File: src/rtl/semafor_pkg.sv
// Shared definitions for the intersection light controllers:
// state encoding and the state-to-code mapping used by the lamp logic.
package semafor_pkg;

  typedef enum logic [2:0] {
    ST_INIT     = 3'd0,
    ST_VERDE    = 3'd1,
    ST_GALBEN   = 3'd2,
    ST_ROSU_TOT = 3'd3,
    ST_PIETONI  = 3'd4
  } stare_t;

  // Raw 3-bit code of a state, as seen on stare_semafor.
  function automatic logic [2:0] cod_stare(input stare_t s);
    return 3'(s);
  endfunction

endpackage

File: src/rtl/temporizator_faza.sv
// Loadable phase down-counter. It only moves on en_tick and reports done
// on the tick that finds it at zero, so a phase loaded with T-1 lasts T ticks.
module temporizator_faza #(
  parameter int unsigned      CNT_W   = 8,
  parameter logic [CNT_W-1:0] RST_VAL = '0
) (
  input  logic             clk,
  input  logic             rst,
  input  logic             en_tick,
  input  logic             load,
  input  logic [CNT_W-1:0] load_val,
  output logic             done
);

  logic [CNT_W-1:0] cnt;

  // Load wins over counting; the counter holds at zero until the FSM reloads it.
  always_ff @(posedge clk or posedge rst) begin
    if (rst)                      cnt <= RST_VAL;
    else if (load)                cnt <= load_val;
    else if (en_tick && cnt != '0) cnt <= cnt - 1'b1;
  end

  assign done = en_tick && (cnt == '0);

endmodule

File: src/rtl/semafor_n_directii.sv
// Round-robin light controller for NUM_DIR approaches with an optional
// all-red pedestrian phase at the end of a rotation. Lamps are decoded
// straight from the state and direction registers.
module semafor_n_directii
  import semafor_pkg::*;
#(
  parameter int NUM_DIR    = 4,
  parameter int T_VERDE    = 8,
  parameter int T_GALBEN   = 3,
  parameter int T_ROSU_TOT = 2,
  parameter int T_PIETONI  = 6,
  parameter int CNT_W      = 8
) (
  input  logic                       clk,
  input  logic                       rst,
  input  logic                       en_tick,
  input  logic                       cerere_P,
  output logic [NUM_DIR-1:0]         verde,
  output logic [NUM_DIR-1:0]         galben,
  output logic [NUM_DIR-1:0]         rosu,
  output logic                       verde_P,
  output logic                       rosu_P,
  output logic [$clog2(NUM_DIR)-1:0] dir_activ,
  output logic [2:0]                 stare_semafor,
  output logic                       ready
);

  localparam int DIR_W = $clog2(NUM_DIR);

  localparam logic [2:0] S_INIT     = cod_stare(ST_INIT);
  localparam logic [2:0] S_VERDE    = cod_stare(ST_VERDE);
  localparam logic [2:0] S_GALBEN   = cod_stare(ST_GALBEN);
  localparam logic [2:0] S_ROSU_TOT = cod_stare(ST_ROSU_TOT);
  localparam logic [2:0] S_PIETONI  = cod_stare(ST_PIETONI);

  // Counter reload values: each phase is loaded with its duration minus one.
  localparam logic [CNT_W-1:0] L_VERDE    = CNT_W'(T_VERDE - 1);
  localparam logic [CNT_W-1:0] L_GALBEN   = CNT_W'(T_GALBEN - 1);
  localparam logic [CNT_W-1:0] L_ROSU_TOT = CNT_W'(T_ROSU_TOT - 1);
  localparam logic [CNT_W-1:0] L_PIETONI  = CNT_W'(T_PIETONI - 1);

  localparam logic [DIR_W-1:0] DIR_LAST = DIR_W'(NUM_DIR - 1);

  logic [2:0]       stare, stare_nxt;
  logic [DIR_W-1:0] dir, dir_nxt;
  logic             cerere_lat;
  logic             ready_nxt;
  logic             load;
  logic [CNT_W-1:0] load_val;
  logic             done;
  logic             intra_pietoni;

  temporizator_faza #(
    .CNT_W   (CNT_W),
    .RST_VAL (L_ROSU_TOT)
  ) u_tmr (
    .clk      (clk),
    .rst      (rst),
    .en_tick  (en_tick),
    .load     (load),
    .load_val (load_val),
    .done     (done)
  );

  // Next-state, next-direction and counter reload; every phase change reloads.
  always_comb begin
    stare_nxt = stare;
    dir_nxt   = dir;
    load      = 1'b0;
    load_val  = L_ROSU_TOT;
    ready_nxt = 1'b0;
    case (stare)
      S_INIT: if (done) begin
        stare_nxt = S_VERDE;
        dir_nxt   = '0;
        load      = 1'b1;
        load_val  = L_VERDE;
      end
      S_VERDE: if (done) begin
        stare_nxt = S_GALBEN;
        load      = 1'b1;
        load_val  = L_GALBEN;
      end
      S_GALBEN: if (done) begin
        stare_nxt = S_ROSU_TOT;
        load      = 1'b1;
        load_val  = L_ROSU_TOT;
      end
      S_ROSU_TOT: if (done) begin
        load = 1'b1;
        if (dir != DIR_LAST) begin
          stare_nxt = S_VERDE;
          dir_nxt   = dir + 1'b1;
          load_val  = L_VERDE;
        end else if (cerere_lat) begin
          stare_nxt = S_PIETONI;
          load_val  = L_PIETONI;
        end else begin
          stare_nxt = S_VERDE;
          dir_nxt   = '0;
          load_val  = L_VERDE;
          ready_nxt = 1'b1;
        end
      end
      S_PIETONI: if (done) begin
        stare_nxt = S_VERDE;
        dir_nxt   = '0;
        load      = 1'b1;
        load_val  = L_VERDE;
        ready_nxt = 1'b1;
      end
      // Corrupted codes fall back to a full INIT clearance immediately.
      default: begin
        stare_nxt = S_INIT;
        dir_nxt   = '0;
        load      = 1'b1;
        load_val  = L_ROSU_TOT;
      end
    endcase
  end

  assign intra_pietoni = (stare_nxt == S_PIETONI) && (stare != S_PIETONI);

  // State, direction and the rotation-start pulse.
  always_ff @(posedge clk or posedge rst) begin
    if (rst) begin
      stare <= S_INIT;
      dir   <= '0;
      ready <= 1'b0;
    end else begin
      stare <= stare_nxt;
      dir   <= dir_nxt;
      ready <= ready_nxt;
    end
  end

  // Pedestrian request latch; entering the pedestrian phase consumes it,
  // and requests arriving during that phase are ignored.
  always_ff @(posedge clk or posedge rst) begin
    if (rst)                                   cerere_lat <= 1'b0;
    else if (intra_pietoni)                    cerere_lat <= 1'b0;
    else if (cerere_P && stare != S_PIETONI)   cerere_lat <= 1'b1;
  end

  // Per-approach lamp decode: only the served approach can leave red.
  for (genvar i = 0; i < NUM_DIR; i++) begin : g_lamp
    logic sel;
    assign sel       = (dir == DIR_W'(i));
    assign verde[i]  = sel && (stare == S_VERDE);
    assign galben[i] = sel && (stare == S_GALBEN);
    assign rosu[i]   = ~(verde[i] | galben[i]);
  end

  assign verde_P       = (stare == S_PIETONI);
  assign rosu_P        = ~verde_P;
  assign dir_activ     = dir;
  assign stare_semafor = stare;

endmodule

File: config.mk
export PLATFORM = sky130hd
export DESIGN_NAME = semafor_n_directii
export DESIGN_NICKNAME = d
export VERILOG_FILES = /design/src/rtl/semafor_pkg.sv /design/src/rtl/temporizator_faza.sv /design/src/rtl/semafor_n_directii.sv
export SDC_FILE = /design/constraint.sdc
export NUM_CORES = 1
export LEC_CHECK = 0
export BUFFER_PORTS_ARGS = -buffer_cell sky130_fd_sc_hd__buf_2
export CAP_MARGIN = 20
export CORE_MARGIN = 5
export CORE_UTILIZATION = 30
export CTS_BUF_LIST = sky130_fd_sc_hd__clkbuf_2 sky130_fd_sc_hd__clkbuf_4 sky130_fd_sc_hd__clkbuf_8
export CTS_CLUSTER_DIAMETER = 50
export DETAILED_ROUTE_END_ITERATION = 8
export GPL_TIMING_DRIVEN = 0
export PLACE_DENSITY = 0.5
export SYNTH_ARGS = -nofsm -noshare
export SYNTH_HDL_FRONTEND = slang
export SYNTH_SLANG_ARGS = --single-unit
export TNS_END_PERCENT = 30
File: constraint.sdc
create_clock -name clk -period 1.7 [get_ports clk]
set_clock_uncertainty 0.05 [all_clocks]
set_input_delay 0.17 -clock clk [delete_from_list [all_inputs] [get_ports clk]]
set_output_delay 0.17 -clock clk [all_outputs]
set_load 0.005 [all_outputs]
; Word-level counts from Yosys, hierarchy flattened
; Index checks and enable logic that the tools add are counted.
[word_totals]
register_bits = 15
out_inout_bits = 20
elab_cells = 80
[classes]
eq_ne = 13
reduce_logical = 22
bitwise_logic = 10
n_mux = 28
add_sub_neg = 2
[ops]
columns = cell, n
row1 = $mux 3, 8
row2 = $mux 8, 2
row3 = $mux 2, 7
row4 = $logic_and 1x1->1, 12
row5 = $pmux 3 s4, 1
row6 = $pmux 3 s3, 1
row7 = $logic_not 8->1, 1
row8 = $reduce_bool 8->1, 1
row9 = $sub 8x1->8 const B, 1
row10 = $mux 1, 7
row11 = $eq 3x2->1 const B, 2
row12 = $eq 3x3->1 const B, 2
row13 = $ne 3x3->1 const B, 2
row14 = $not 1->1, 6
row15 = $pmux 2 s3, 1
row16 = $reduce_or 5->1, 1
row17 = $eq 2x2->1 const B, 2
row18 = $ne 2x2->1 const B, 2
row19 = $or 1x1->1, 4
row20 = $reduce_and 4->1, 1
row21 = $reduce_bool 2->1, 2
row22 = $reduce_or 2->1, 2
row23 = $eq 3x1->1 const B, 1
row24 = $logic_not 3->1, 1
row25 = other kinds (5), 5

; Depth between registers and ports, before layout
; Gate-level depths: netlist of the first run.
[logic_depth]
ltp_word = 7
mapped_depth = 6
mapped_depth_nobuf = 6

; Cells and area by module
; A second synthesis of the first run with hierarchy kept.
[hier_totals]
cells_unflattened = 128
hier_area_um2 = 1058.5
[by_module_without_submodules]
columns = module, seq_area_each_um2, area_each_um2, n_inst, cells_per_inst
row1 = semafor_n_directii, 175.2, 553.0, 1, 69
row2 = temporizator_faza, 201.4, 505.5, 1, 59

; Worst setup path after synthesis of the first run
; OpenSTA, ideal clock, no wires.
[synth_path]
path_kind = reg2reg
start = register u_tmr.cnt[2]
end = register u_tmr.cnt[6]
t_required_ns = 1.572
n_path_buf = 1
path_stages_with_launch = 5
path_slack_ns = -0.078
synth_period_minus_slack_ns = 1.778
setup_time_ns = 0.078
t_arrival_ns = 1.651
cell_sequence = dfrtp_1 -> buf_6 -> or4_4 -> or4_1 -> a21oi_1
[synth_via]
elab_chain_cells = 5
word_cells_on_any_way = 10
classes_between = add/sub: 1 / mux: 4 / reduce/logical: 5
[synth_lines]
columns = element, line
row1 = "start, declared", temporizator_faza.sv:15  ; logic [CNT_W-1:0] cnt;
row2 = "start signal, assigned", temporizator_faza.sv:20  ; else if (load) cnt <= load_val;
row3 = "start signal, assigned", temporizator_faza.sv:21  ; else if (en_tick && cnt != '0) cnt <= cnt - 1'b1;
row4 = branches (longest 5 deep; another with $sub 8x1->8), n/a
; Parallel ways; which one is timed is not known. The select of a mux whose other input is x is not followed.
; A chain may end at the register's enable or synchronous reset.

; Final worst setup path of the first run
[layout_path]
start = register u_tmr.cnt[1]
end = register u_tmr.cnt[1]
[layout_via]
elab_chain_cells = 5
word_cells_on_any_way = 14
classes_between = add/sub: 1 / mux: 8 / reduce/logical: 5
[layout_lines]
columns = element
row1 = branches (longest 5 deep; another with $sub 8x1->8)
; Parallel ways; which one is timed is not known. The select of a mux whose other input is x is not followed.

==> flow_summary.json, run 1 <==
{
  "netlist_top_cells_area": "sky130_fd_sc_hd__dfrtp_1, sky130_fd_sc_hd__ha_1, sky130_fd_sc_hd__nor2_1, sky130_fd_sc_hd__nand2b_1, sky130_fd_sc_hd__nand2_1",
  "top_level_ports": 24,
  "syn_nets": 129,
  "ir_worst_vdd_mv": 0.461,
  "setup_repair_after_global_routing_missed_its_margin": "true",
  "min_delay_path_depth": 3,
  "netlist-cell-type-count": 38,
  "max_slew.worst_pin.slew_ns": 0.585,
  "postRouteAntennaNets": 0,
  "synth.avg_cell_area_um2": 8.53,
  "ff2ff_path_depth": 6,
  "ys_seq_area_share_pct": 37.1,
  "synth.cells.most_frequent": "sky130_fd_sc_hd__nor2_1, sky130_fd_sc_hd__dfrtp_1, sky130_fd_sc_hd__nand2b_1",
  "post_drt_wl_per_cell_um": 13.2,
  "synth.most_common_cell": "sky130_fd_sc_hd__nor2_1",
  "gp_congestion": 0.789,
  "required_ns": 1.84,
  "fin_util_pct": 42.4,
  "detailroute.via_count": 991,
  "critPathBufInv": 1,
  "dp.final_hpwl_mm": 1.87,
  "finalSetupViolCount": 7,
  "totalNegativeSetupSlack_ns": -0.412,
  "syn_to_final_growth_pct": 38.5,
  "timing_max_transition_violations_final": 0,
  "finalHoldViolations": 0,
  "insertion_delay_ns": 0.30,
  "critPathLaunch": "u_tmr.cnt[1]",
  "cts_num_sinks": 15,
  "routed_wirelength_mm": 2.70,
  "worstSetupEndpointType": "flop",
  "die-area_mm2": 0.00465,
  "nNetsFinal": 170,
  "synthCells": 119,
  "maximum_number_of_pins_on_one_net_before_global_route_repair": 16,
  "cp_slowest_cell": "sky130_fd_sc_hd__or4bb_4",
  "ys_async_sr_fraction_pct": 100,
  "global_route.usage.total_pct": 12.5,
  "synthesis.area_mm2": 0.00101,
  "post-route-min-period_ns": 1.78,
  "clock_tree.buffer_depth": 2,
  "regToRegStartpoint": "u_tmr.cnt[1]",
  "worst-endpoint-arrival_ns": 1.92,
  "synth-edff-count": 0,
  "max-cap-violations": 0,
  "die-width_um": 68.2,
  "max_freq_mhz": 563,
  "timing.critical_path.from_type": "flop",
  "swShare_pct": 41.7,
  "cellLeakagePower_nw": 0.637,
  "power.clock.fraction_pct": 11.9,
  "internal_mw": 1.08,
  "ys.flop_type": "sky130_fd_sc_hd__dfrtp_1",
  "power.share.sequential_pct": 34.8,
  "remaining_drc_errors": 0,
  "design.core.area_mm2": 0.00331,
  "synth_seq_cells": 15,
  "antennaDiodeCount": 0,
  "die-height_um": 68.2,
  "clk_pin_slew_ns": 0.10,
  "port_buffers": 23,
  "hold_end": "cerere_lat",
  "min-delay-path-class": "in2reg",
  "grt_pass1_vias": 985,
  "detail_route.first_pass.iterations": 4,
  "critPathMaxFanout": 4,
  "gr-total-overflow": 0,
  "layout-drive-gt1-share_pct": 40.9,
  "fin_ws_ns": -0.0777,
  "slew_headroom_pct": 60.9,
  "hold_start": "cerere_P",
  "final.period_utilization_pct": 105,
  "switchingPower_uw": 770,
  "share_comb_of_total_power_pct": 53.3,
  "r2r_path_end": "u_tmr.cnt[1]",
  "critical-path-max-stage-delay_ns": 0.47,
  "initial_antenna_violation_count": 0,
  "cts_root_buf": "sky130_fd_sc_hd__clkbuf_4",
  "synth-warning-count": 0,
  "crit_path_cell_trace": "inv_2 -> ha_4 -> or4bb_4 -> nor2_4 -> nor4_1 -> a311o_1",
  "cts_buffers": 3,
  "failed_checks": "setup timing",
  "htreeDepth": 1,
  "outcome": "finished, violations left",
  "placementRows": 21,
  "setup.reg_to_reg.worst_slack_ns": -0.08,
  "grt_first_pass_wirelength_mm": 4.42,
  "worst_path_dominant_cell_family": "simple AND/OR/NAND/NOR gates",
  "number_of_vias_per_cell_after_detailed_routing": 4.83,
  "synth_top_area_share_pct": 34.5,
  "critical_path_class": "reg2reg",
  "power_per_cell_area_mw_per_mm2": 1310,
  "netlist.top_cell.by_area": "sky130_fd_sc_hd__dfrtp_1",
  "start_util_pct": 30.7,
  "cts_tree": "done",
  "detail_route.iter0.violations": 25
}
==> registers in the layout (all words and copies together), names as in the netlist <==
| register | flops |
|---|---|
| dir_activ | 2 |
| u_tmr.cnt | 8 |
| stare_semafor | 3 |
| ready | 1 |
| cerere_lat | 1 |
==> worst reg2reg max path, cell delays in order (launching register included) <==
cell and delay, ns:
sky130_fd_sc_hd__dfrtp_1 0.41, sky130_fd_sc_hd__inv_2 0.09, sky130_fd_sc_hd__ha_4 0.14, sky130_fd_sc_hd__or4bb_4 0.47, sky130_fd_sc_hd__nor2_4 0.17, sky130_fd_sc_hd__nor4_1 0.07
sky130_fd_sc_hd__a311o_1 0.27
==> per-stage QoR <==
step           instances  total power, mW  area [µm²]  worst slack, ns  hold WS, ns
4_1_cts              202             1.76        1370          -0.0885        0.100
5_1_grt              205             2.01        1410           -0.148        0.112
2_1_floorplan        119             1.13        1010          -0.0432       0.0208
6_report             205             1.85        1410          -0.0777        0.102
3_3_place_gp         188             1.34        1190           -0.235        0.213
3_5_place_dp         188             1.36        1190           -0.236        0.226
==> per-layer routing <==
metal  part of all wire [%]  GRT usage [%]  vias to the layer above
li1                       -              -                      498
met1                     45           14.2                      469
met2                     51           22.3                       20
met3                    3.6           3.61                        4
met4                    1.1           3.72                        0
met5                      0              0                        -
==> layout by cell type, fill, tap and decap left out, drive strengths merged, types with 2 or more instances in the layout <==
cell    instances
or4             3
nor2           20
a21oi           6
buf            37
clkbuf          6
nor2b           2
o21ai           6
nand2           9
nand2b         10
nor3            2
nor4            4
inv             7
mux2i           3
nand3           3
dfrtp          14
ha              6
==> kinds of logic after synthesis <==
kind of cell	after synthesis	synth area share [%]
buf+inv	12	5.18
xor+xnor	2	1.73
mux	3	2.96
flops	15	37.1
fa+ha+maj	6	7.40
simple gates	60	32.4
compound gates	21	13.2
==> what timing repair did <==
action,CTS,global route
setup endpoints to repair,14,25
pin swaps,6,2
gates resized for setup,17,7
endpoints found under the hold margin,14,0
hold buffers,1,0
buffers inserted,10,3
==> power by group through the flow <==
| stage | Combinational, mW | Clock, mW | Sequential, mW |
|---|---|---|---|
| 3_3_place_gp | 0.742 | 0 | 0.598 |
| 5_1_grt | 1.10 | 0.247 | 0.662 |
| 3_5_place_dp | 0.756 | 0 | 0.607 |
| 4_1_cts | 0.908 | 0.221 | 0.632 |
| 6_report | 0.984 | 0.219 | 0.643 |
| 2_1_floorplan | 0.549 | 0 | 0.582 |
==> worst max path at each step <==
stage	to	slack, ns	cells after the start
2_1_floorplan	dir_activ[1]	-0.04	6
3_5_place_dp	dir_activ[1]	-0.24	6
6_report	u_tmr.cnt[1]	-0.08	6
4_1_cts	u_tmr.cnt[1]	-0.09	6
3_3_place_gp	dir_activ[1]	-0.23	6
5_1_grt	u_tmr.cnt[1]	-0.15	6
==> area by class of cell <==
class                   count  area, µm²
fillers                   345       1910
multi-input cells          92        641
flip-flops and latches     15        382
repair buffers             37        246
well taps                  46       57.6
inverters                   7       26.3
plain buffers               4       25.0
clock buffers               3       22.5
clock inverters             1       5.00
Note: power is estimated with default switching activity, not from simulation.
==> inputs of run 2 (changes only) <==
--- a/config.mk
+++ b/config.mk
@@ -13,7 +13,7 @@
 export CTS_CLUSTER_DIAMETER = 50
 export DETAILED_ROUTE_END_ITERATION = 8
 export GPL_TIMING_DRIVEN = 0
-export PLACE_DENSITY = 0.5
+export PLACE_DENSITY = 0.49
 export SYNTH_ARGS = -nofsm -noshare
 export SYNTH_HDL_FRONTEND = slang
 export SYNTH_SLANG_ARGS = --single-unit
==> constraint.sdc (replaced) <==
create_clock -name clk -period 1.94 [get_ports clk]
set_clock_uncertainty 0.05 [all_clocks]
set_input_delay 0.194 -clock clk [delete_from_list [all_inputs] [get_ports clk]]
set_output_delay 0.194 -clock clk [all_outputs]
set_load 0.005 [all_outputs]
==> flow_summary.json, run 2 (synthesis results as in run 1) <==
{
  "worstSetupEndpointType": "flop",
  "finalHoldViolations": 0,
  "antennaDiodeCount": 0,
  "max-cap-violations": 0,
  "ir_worst_vdd_mv": 0.496,
  "required_ns": 2.07,
  "insertion_delay_ns": 0.29,
  "maximum_number_of_pins_on_one_net_before_global_route_repair": 16,
  "clk_pin_slew_ns": 0.10,
  "max_freq_mhz": 534,
  "switchingPower_uw": 621,
  "initial_antenna_violation_count": 0,
  "post-route-min-period_ns": 1.87,
  "global_route.usage.total_pct": 12.3,
  "die-height_um": 68.2,
  "dp.final_hpwl_mm": 1.87,
  "largest_register_ffs": 8,
  "power_per_cell_area_mw_per_mm2": 1120,
  "number_of_vias_per_cell_after_detailed_routing": 4.85,
  "port_buffers": 23,
  "gr-total-overflow": 0,
  "placementRows": 21,
  "cellLeakagePower_nw": 0.592,
  "min-delay-path-class": "in2reg",
  "layout-drive-gt1-share_pct": 27.5,
  "clock_tree.buffer_depth": 2,
  "postRouteAntennaNets": 0,
  "cts_root_buf": "sky130_fd_sc_hd__clkbuf_4",
  "die-width_um": 68.2,
  "slew_headroom_pct": 57.5,
  "design.core.area_mm2": 0.00331,
  "finalSetupViolCount": 0,
  "detail_route.iter0.violations": 26,
  "gp_congestion": 0.791,
  "remaining_drc_errors": 0,
  "critPathMaxFanout": 5,
  "top_library_cells_by_usage_in_the_layout_fill_and_taps_aside": "sky130_fd_sc_hd__buf_2, sky130_fd_sc_hd__nor2_1, sky130_fd_sc_hd__dfrtp_1",
  "power.clock.fraction_pct": 12.9,
  "htreeDepth": 1,
  "registers.top_by_ff_count": "u_tmr.cnt",
  "cts_num_sinks": 15,
  "register_area_um2": 377,
  "internal_uw": 817,
  "max_slew.worst_pin.slew_ns": 0.630,
  "top_level_ports": 24,
  "die-area_mm2": 0.00465,
  "multi_input_combinational_cell_area_um2": 624,
  "timing.critical_path.from_type": "flop",
  "critical_path_class": "reg2reg",
  "detail_route.first_pass.iterations": 4,
  "timing_max_transition_violations_final": 0,
  "dpl-instance-area_mm2": 0.00119,
  "final.period_utilization_pct": 96.5,
  "nNetsFinal": 160,
  "swShare_pct": 43.2,
  "cts_tree": "done",
  "syn_to_final_growth_pct": 26.1,
  "fill_cells": 390,
  "postLayoutCellArea_mm2": 0.00128,
  "outcome": "complete, no violations",
  "start_util_pct": 30.7,
  "grt_first_pass_wirelength_mm": 4.26,
  "layout_commonest_cell": "sky130_fd_sc_hd__buf_2",
  "share_comb_of_total_power_pct": 49.4,
  "routed_wirelength_mm": 2.54,
  "power.share.sequential_pct": 37.6,
  "detailroute.via_count": 945,
  "post_drt_wl_per_cell_um": 13.0,
  "worst-endpoint-arrival_ns": 2.01,
  "fin_hold_ws_ns": 0.139,
  "setup_repair_after_global_routing_missed_its_margin": "true",
  "cts_buffers": 3,
  "grt_pass1_vias": 960
}
==> run 2: cell count changes in the layout (fill, tap and decap cells not counted), sizes merged <==
cell / previous run / this run
buf: 37 / 26
clkbuf: 6 / 7
==> run 2: routing by layer <==
metal	part of all wire [%]	wire length (µm)	vias up	global-route usage, %
met2	50	1260	14	20.3
li1	-	-	482	-
met1	46	1170	445	15.0
met4	1.2	30	0	4.47
met3	3.0	76	4	3.78
met5	0	0	-	0
==> run 2: metrics by stage <==
stage                     utilization (%)  std cells  power [mW]  setup slack (ns)  TNS [ns]
after floorplan                         -        119       0.992             0.162         0
after global placement               35.9        188        1.18          -0.00934  -0.00934
after detailed placement             35.9        188        1.20           -0.0166   -0.0166
after CTS                            37.5        195        1.40            0.0125         0
after global routing                 38.7        195        1.59           -0.0214   -0.0596
final                                38.7        195        1.44            0.0679         0
==> run 2: path summary, 6_finish.rpt <==
path / startpoint / endpoint / slack (ns) / cells after the start
hold / removal: cerere_P / cerere_lat / 0.14 / 3
hold reg to reg: cerere_lat / cerere_lat / 0.52 / 1
min in group asynchronous: rst / ready / 0.47 / 3
setup / recovery: u_tmr.cnt[0] / dir_activ[1] / 0.07 / 6
setup reg to reg: u_tmr.cnt[0] / dir_activ[1] / 0.07 / 6
max in group asynchronous: rst / stare_semafor[1] / 0.98 / 3
==> run 2: cell type report <==
cell class	count	area share [%]
sequential	15	29.4
multi-input combinational	92	48.8
clock buffer	3	1.76
clock inverter	1	0.391
timing repair buffer	26	10.9
tap	46	4.50
inverter	7	2.05
buffer	5	2.15
==> run 2: power groups by stage <==
stage	Combinational (mW)	Clock, mW	Sequential, mW
final	0.711	0.186	0.541
after global routing	0.818	0.209	0.560
after CTS	0.674	0.196	0.526
after detailed placement	0.665	0	0.533
after global placement	0.655	0	0.523
after floorplan	0.482	0	0.510
==> run 2: critical path: stages, from the launching register on <==
cell	delay, ns
sky130_fd_sc_hd__dfstp_2	0.39
sky130_fd_sc_hd__inv_1	0.14
sky130_fd_sc_hd__ha_4	0.17
sky130_fd_sc_hd__or4bb_4	0.47
sky130_fd_sc_hd__nor2_4	0.16
sky130_fd_sc_hd__o21ai_1	0.13
sky130_fd_sc_hd__a31o_2	0.26
==> run 2: timing repair <==
item / 4_1_cts / 5_1_grt
hold buffers: 1 / 0
pin swaps: 1 / 3
buffers inserted: 2 / 0
cloned: 0 / 0
endpoints found under the hold margin: 14 / 0
endpoints found under the setup margin: 2 / 8
gates resized for setup: 0 / 9
==> inputs of run 3 (changes only) <==
--- a/config.mk
+++ b/config.mk
@@ -5,15 +5,16 @@
 export SDC_FILE = /design/constraint.sdc
 export NUM_CORES = 1
 export LEC_CHECK = 0
+export ABC_AREA = 1
 export BUFFER_PORTS_ARGS = -buffer_cell sky130_fd_sc_hd__buf_2
 export CAP_MARGIN = 20
 export CORE_MARGIN = 5
-export CORE_UTILIZATION = 30
+export CORE_UTILIZATION = 55
 export CTS_BUF_LIST = sky130_fd_sc_hd__clkbuf_2 sky130_fd_sc_hd__clkbuf_4 sky130_fd_sc_hd__clkbuf_8
 export CTS_CLUSTER_DIAMETER = 50
 export DETAILED_ROUTE_END_ITERATION = 8
 export GPL_TIMING_DRIVEN = 0
-export PLACE_DENSITY = 0.49
+export PLACE_DENSITY = 0.8
 export SYNTH_ARGS = -nofsm -noshare
 export SYNTH_HDL_FRONTEND = slang
 export SYNTH_SLANG_ARGS = --single-unit
==> flow_summary.json, run 3 <==
{
  "largest_register_ffs": 8,
  "setup_repair_after_global_routing_missed_its_margin": "false",
  "finalSetupViolCount": 0,
  "cts_buffers": 3,
  "synthesis.area_mm2": 0.00109,
  "detail_route.first_pass.iterations": 4,
  "maximum_number_of_pins_on_one_net_before_global_route_repair": 16,
  "worst_path_dominant_cell_family": "flip-flops",
  "remaining_drc_errors": 0,
  "netlist_top_cells_area": "sky130_fd_sc_hd__dfrtp_1, sky130_fd_sc_hd__nand2_1, sky130_fd_sc_hd__inv_1, sky130_fd_sc_hd__nor2_1, sky130_fd_sc_hd__ha_1",
  "gr-total-overflow": 0,
  "grt_pass1_vias": 1029,
  "ir_worst_vdd_mv": 0.635,
  "power_per_cell_area_mw_per_mm2": 1150,
  "synthCells": 155,
  "critPathMaxFanout": 6,
  "max-cap-violations": 0,
  "ys_seq_area_share_pct": 34.4,
  "dp.final_hpwl_mm": 1.90,
  "ys.flop_type": "sky130_fd_sc_hd__dfrtp_1",
  "cellLeakagePower_nw": 0.733,
  "post_drt_wl_per_cell_um": 11.4,
  "postLayoutCellArea_mm2": 0.00128,
  "fill_cells": 188,
  "timing.critical_path.from_type": "flop",
  "port_buffers": 23,
  "synth-warning-count": 0,
  "synth_top_area_share_pct": 32.0,
  "clk_pin_slew_ns": 0.10,
  "critical-path-max-stage-delay_ns": 0.45,
  "synth.avg_cell_area_um2": 7.06,
  "min-delay-path-class": "in2reg",
  "layout_commonest_cell": "sky130_fd_sc_hd__nand2_1",
  "start_util_pct": 57.0,
  "postRouteAntennaNets": 0,
  "final.period_utilization_pct": 88.8,
  "clock_tree.buffer_depth": 2,
  "registers.top_by_ff_count": "u_tmr.cnt",
  "worst-endpoint-arrival_ns": 1.48,
  "global_route.usage.total_pct": 18.8,
  "totalNegativeSetupSlack_ns": 0,
  "netlist-cell-type-count": 26,
  "outcome": "complete, no violations",
  "initial_antenna_violation_count": 0,
  "max_freq_mhz": 581,
  "critPathBufInv": 3,
  "synth.cells.most_frequent": "sky130_fd_sc_hd__nand2_1, sky130_fd_sc_hd__inv_1, sky130_fd_sc_hd__nor2_1",
  "finalHoldViolations": 0,
  "cpMostUsedCell": "sky130_fd_sc_hd__inv_2",
  "insertion_delay_ns": 0.28,
  "die-area_mm2": 0.00298,
  "cts_setup_buffers": 0,
  "gp_congestion": 0.820,
  "timing_max_transition_violations_final": 0,
  "die-height_um": 54.6,
  "synth_seq_cells": 15,
  "multi_input_combinational_cell_area_um2": 587,
  "cts_root_buf": "sky130_fd_sc_hd__clkbuf_4",
  "layout-drive-gt1-share_pct": 27.3,
  "design.core.area_mm2": 0.00192,
  "netlist.top_cell.by_area": "sky130_fd_sc_hd__dfrtp_1",
  "detailroute.via_count": 1041,
  "fin_hold_ws_ns": 0.226,
  "synth.most_common_cell": "sky130_fd_sc_hd__nand2_1",
  "placementRows": 16,
  "top_library_cells_by_usage_in_the_layout_fill_and_taps_aside": "sky130_fd_sc_hd__nand2_1, sky130_fd_sc_hd__inv_1, sky130_fd_sc_hd__nor2_1, sky130_fd_sc_hd__buf_2, sky130_fd_sc_hd__dfrtp_1",
  "crit_path_cell_trace": "inv_2 -> nand2_2 -> nor2_2 -> inv_2 -> nand2_4 -> nand2_1 -> buf_2",
  "ys_async_sr_fraction_pct": 100,
  "grt_first_pass_wirelength_mm": 4.09,
  "max_slew.worst_pin.slew_ns": 0.575,
  "top_level_ports": 24,
  "detail_route.iter0.violations": 23,
  "cts_num_sinks": 15,
  "required_ns": 1.70,
  "syn_nets": 165,
  "cp_slowest_cell": "sky130_fd_sc_hd__dfrtp_1",
  "cts_tree": "done",
  "syn_to_final_growth_pct": 17.3,
  "nNetsFinal": 194,
  "antennaDiodeCount": 0,
  "number_of_vias_per_cell_after_detailed_routing": 4.96,
  "critical_path_class": "reg2out",
  "slew_headroom_pct": 61.6,
  "synth-edff-count": 0,
  "worstSetupEndpointType": "primary output",
  "register_area_um2": 377,
  "dpl-instance-area_mm2": 0.00124,
  "htreeDepth": 1,
  "post-route-min-period_ns": 1.72,
  "routed_wirelength_mm": 2.40,
  "die-width_um": 54.6
}
-- run 3: final timing paths --
path	slack, ns	endpoint	depth (start not counted)	startpoint
min in group asynchronous	0.45	stare_semafor[1]	3	rst
max in group asynchronous	1.01	u_tmr.cnt[5]	3	rst
min	0.23	cerere_lat	5	cerere_P
max	0.22	rosu[0]	7	stare_semafor[2]
max reg2reg	0.33	u_tmr.cnt[0]	10	u_tmr.cnt[0]
min reg2reg	0.50	cerere_lat	2	cerere_lat
-- run 3: where the power goes --
part / switching (mW) / leakage, nW / internal, mW
Clock: 0.104 / 0.0184 / 0.0937
Sequential: 0.108 / 0.187 / 0.413
Combinational: 0.475 / 0.528 / 0.279
Total: 0.686 / 0.733 / 0.787
-- run 3: worst register-to-register path, stage by stage (launching register included) --
cell                      delay [ns]
sky130_fd_sc_hd__dfstp_2        0.54
sky130_fd_sc_hd__inv_1          0.08
sky130_fd_sc_hd__ha_1           0.20
sky130_fd_sc_hd__nand2_1        0.07
sky130_fd_sc_hd__nor2_1         0.07
sky130_fd_sc_hd__nand2_4        0.12
sky130_fd_sc_hd__nand2_2        0.10
sky130_fd_sc_hd__nor2_2         0.14
sky130_fd_sc_hd__nand2_1        0.06
sky130_fd_sc_hd__o21ai_1        0.07
sky130_fd_sc_hd__inv_1          0.05
-- run 3: what timing repair did --
item | CTS | global route
endpoints found under the hold margin | 14 | 0
hold buffers | 1 | 0
gates resized for setup | 0 | 0
-- run 3: routing by layer --
metal / track usage, % / routed length [µm] / vias up
met1: 23.7 / 1090 / 475
met3: 3.81 / 122 / 4
met4: 7.05 / 18 / 0
li1: - / - / 532
met2: 31.1 / 1180 / 30
met5: 0 / 0 / -
-- run 3: final cells by class --
| type | count | share of cell area (%) |
|---|---|---|
| Clock buffer | 4 | 2.34 |
| Inverter | 35 | 10.2 |
| Multi-Input combinational cell | 105 | 45.7 |
| Sequential cell | 15 | 29.3 |
| Tap cell | 27 | 2.63 |
| Timing Repair Buffer | 24 | 9.75 |
-- run 3: kinds of logic (layout without fill, tap and decap cells) --
family	Yosys count	after routing	share of synthesized area, %
AO/OA/AOI/OAI	15	15	8.91
flip-flops	15	15	34.4
AND/OR/NAND/NOR	83	83	37.0
adder cells (fa/ha/maj)	6	6	6.86
buffers and inverters	35	63	12.0
XOR/XNOR	1	1	0.800
-- run 3: through the flow --
| stage | utilization (%) | power (mW) | setup slack (ns) | cells |
|---|---|---|---|---|
| CTS | 66.8 | 1.48 | 0.230 | 210 |
| floorplan | - | 1.08 | 0.488 | 155 |
| finish | 66.8 | 1.47 | 0.218 | 210 |
| global route | 66.8 | 1.60 | 0.141 | 210 |
| detailed placement | 64.7 | 1.27 | 0.335 | 205 |
| global placement | 64.7 | 1.24 | 0.361 | 205 |
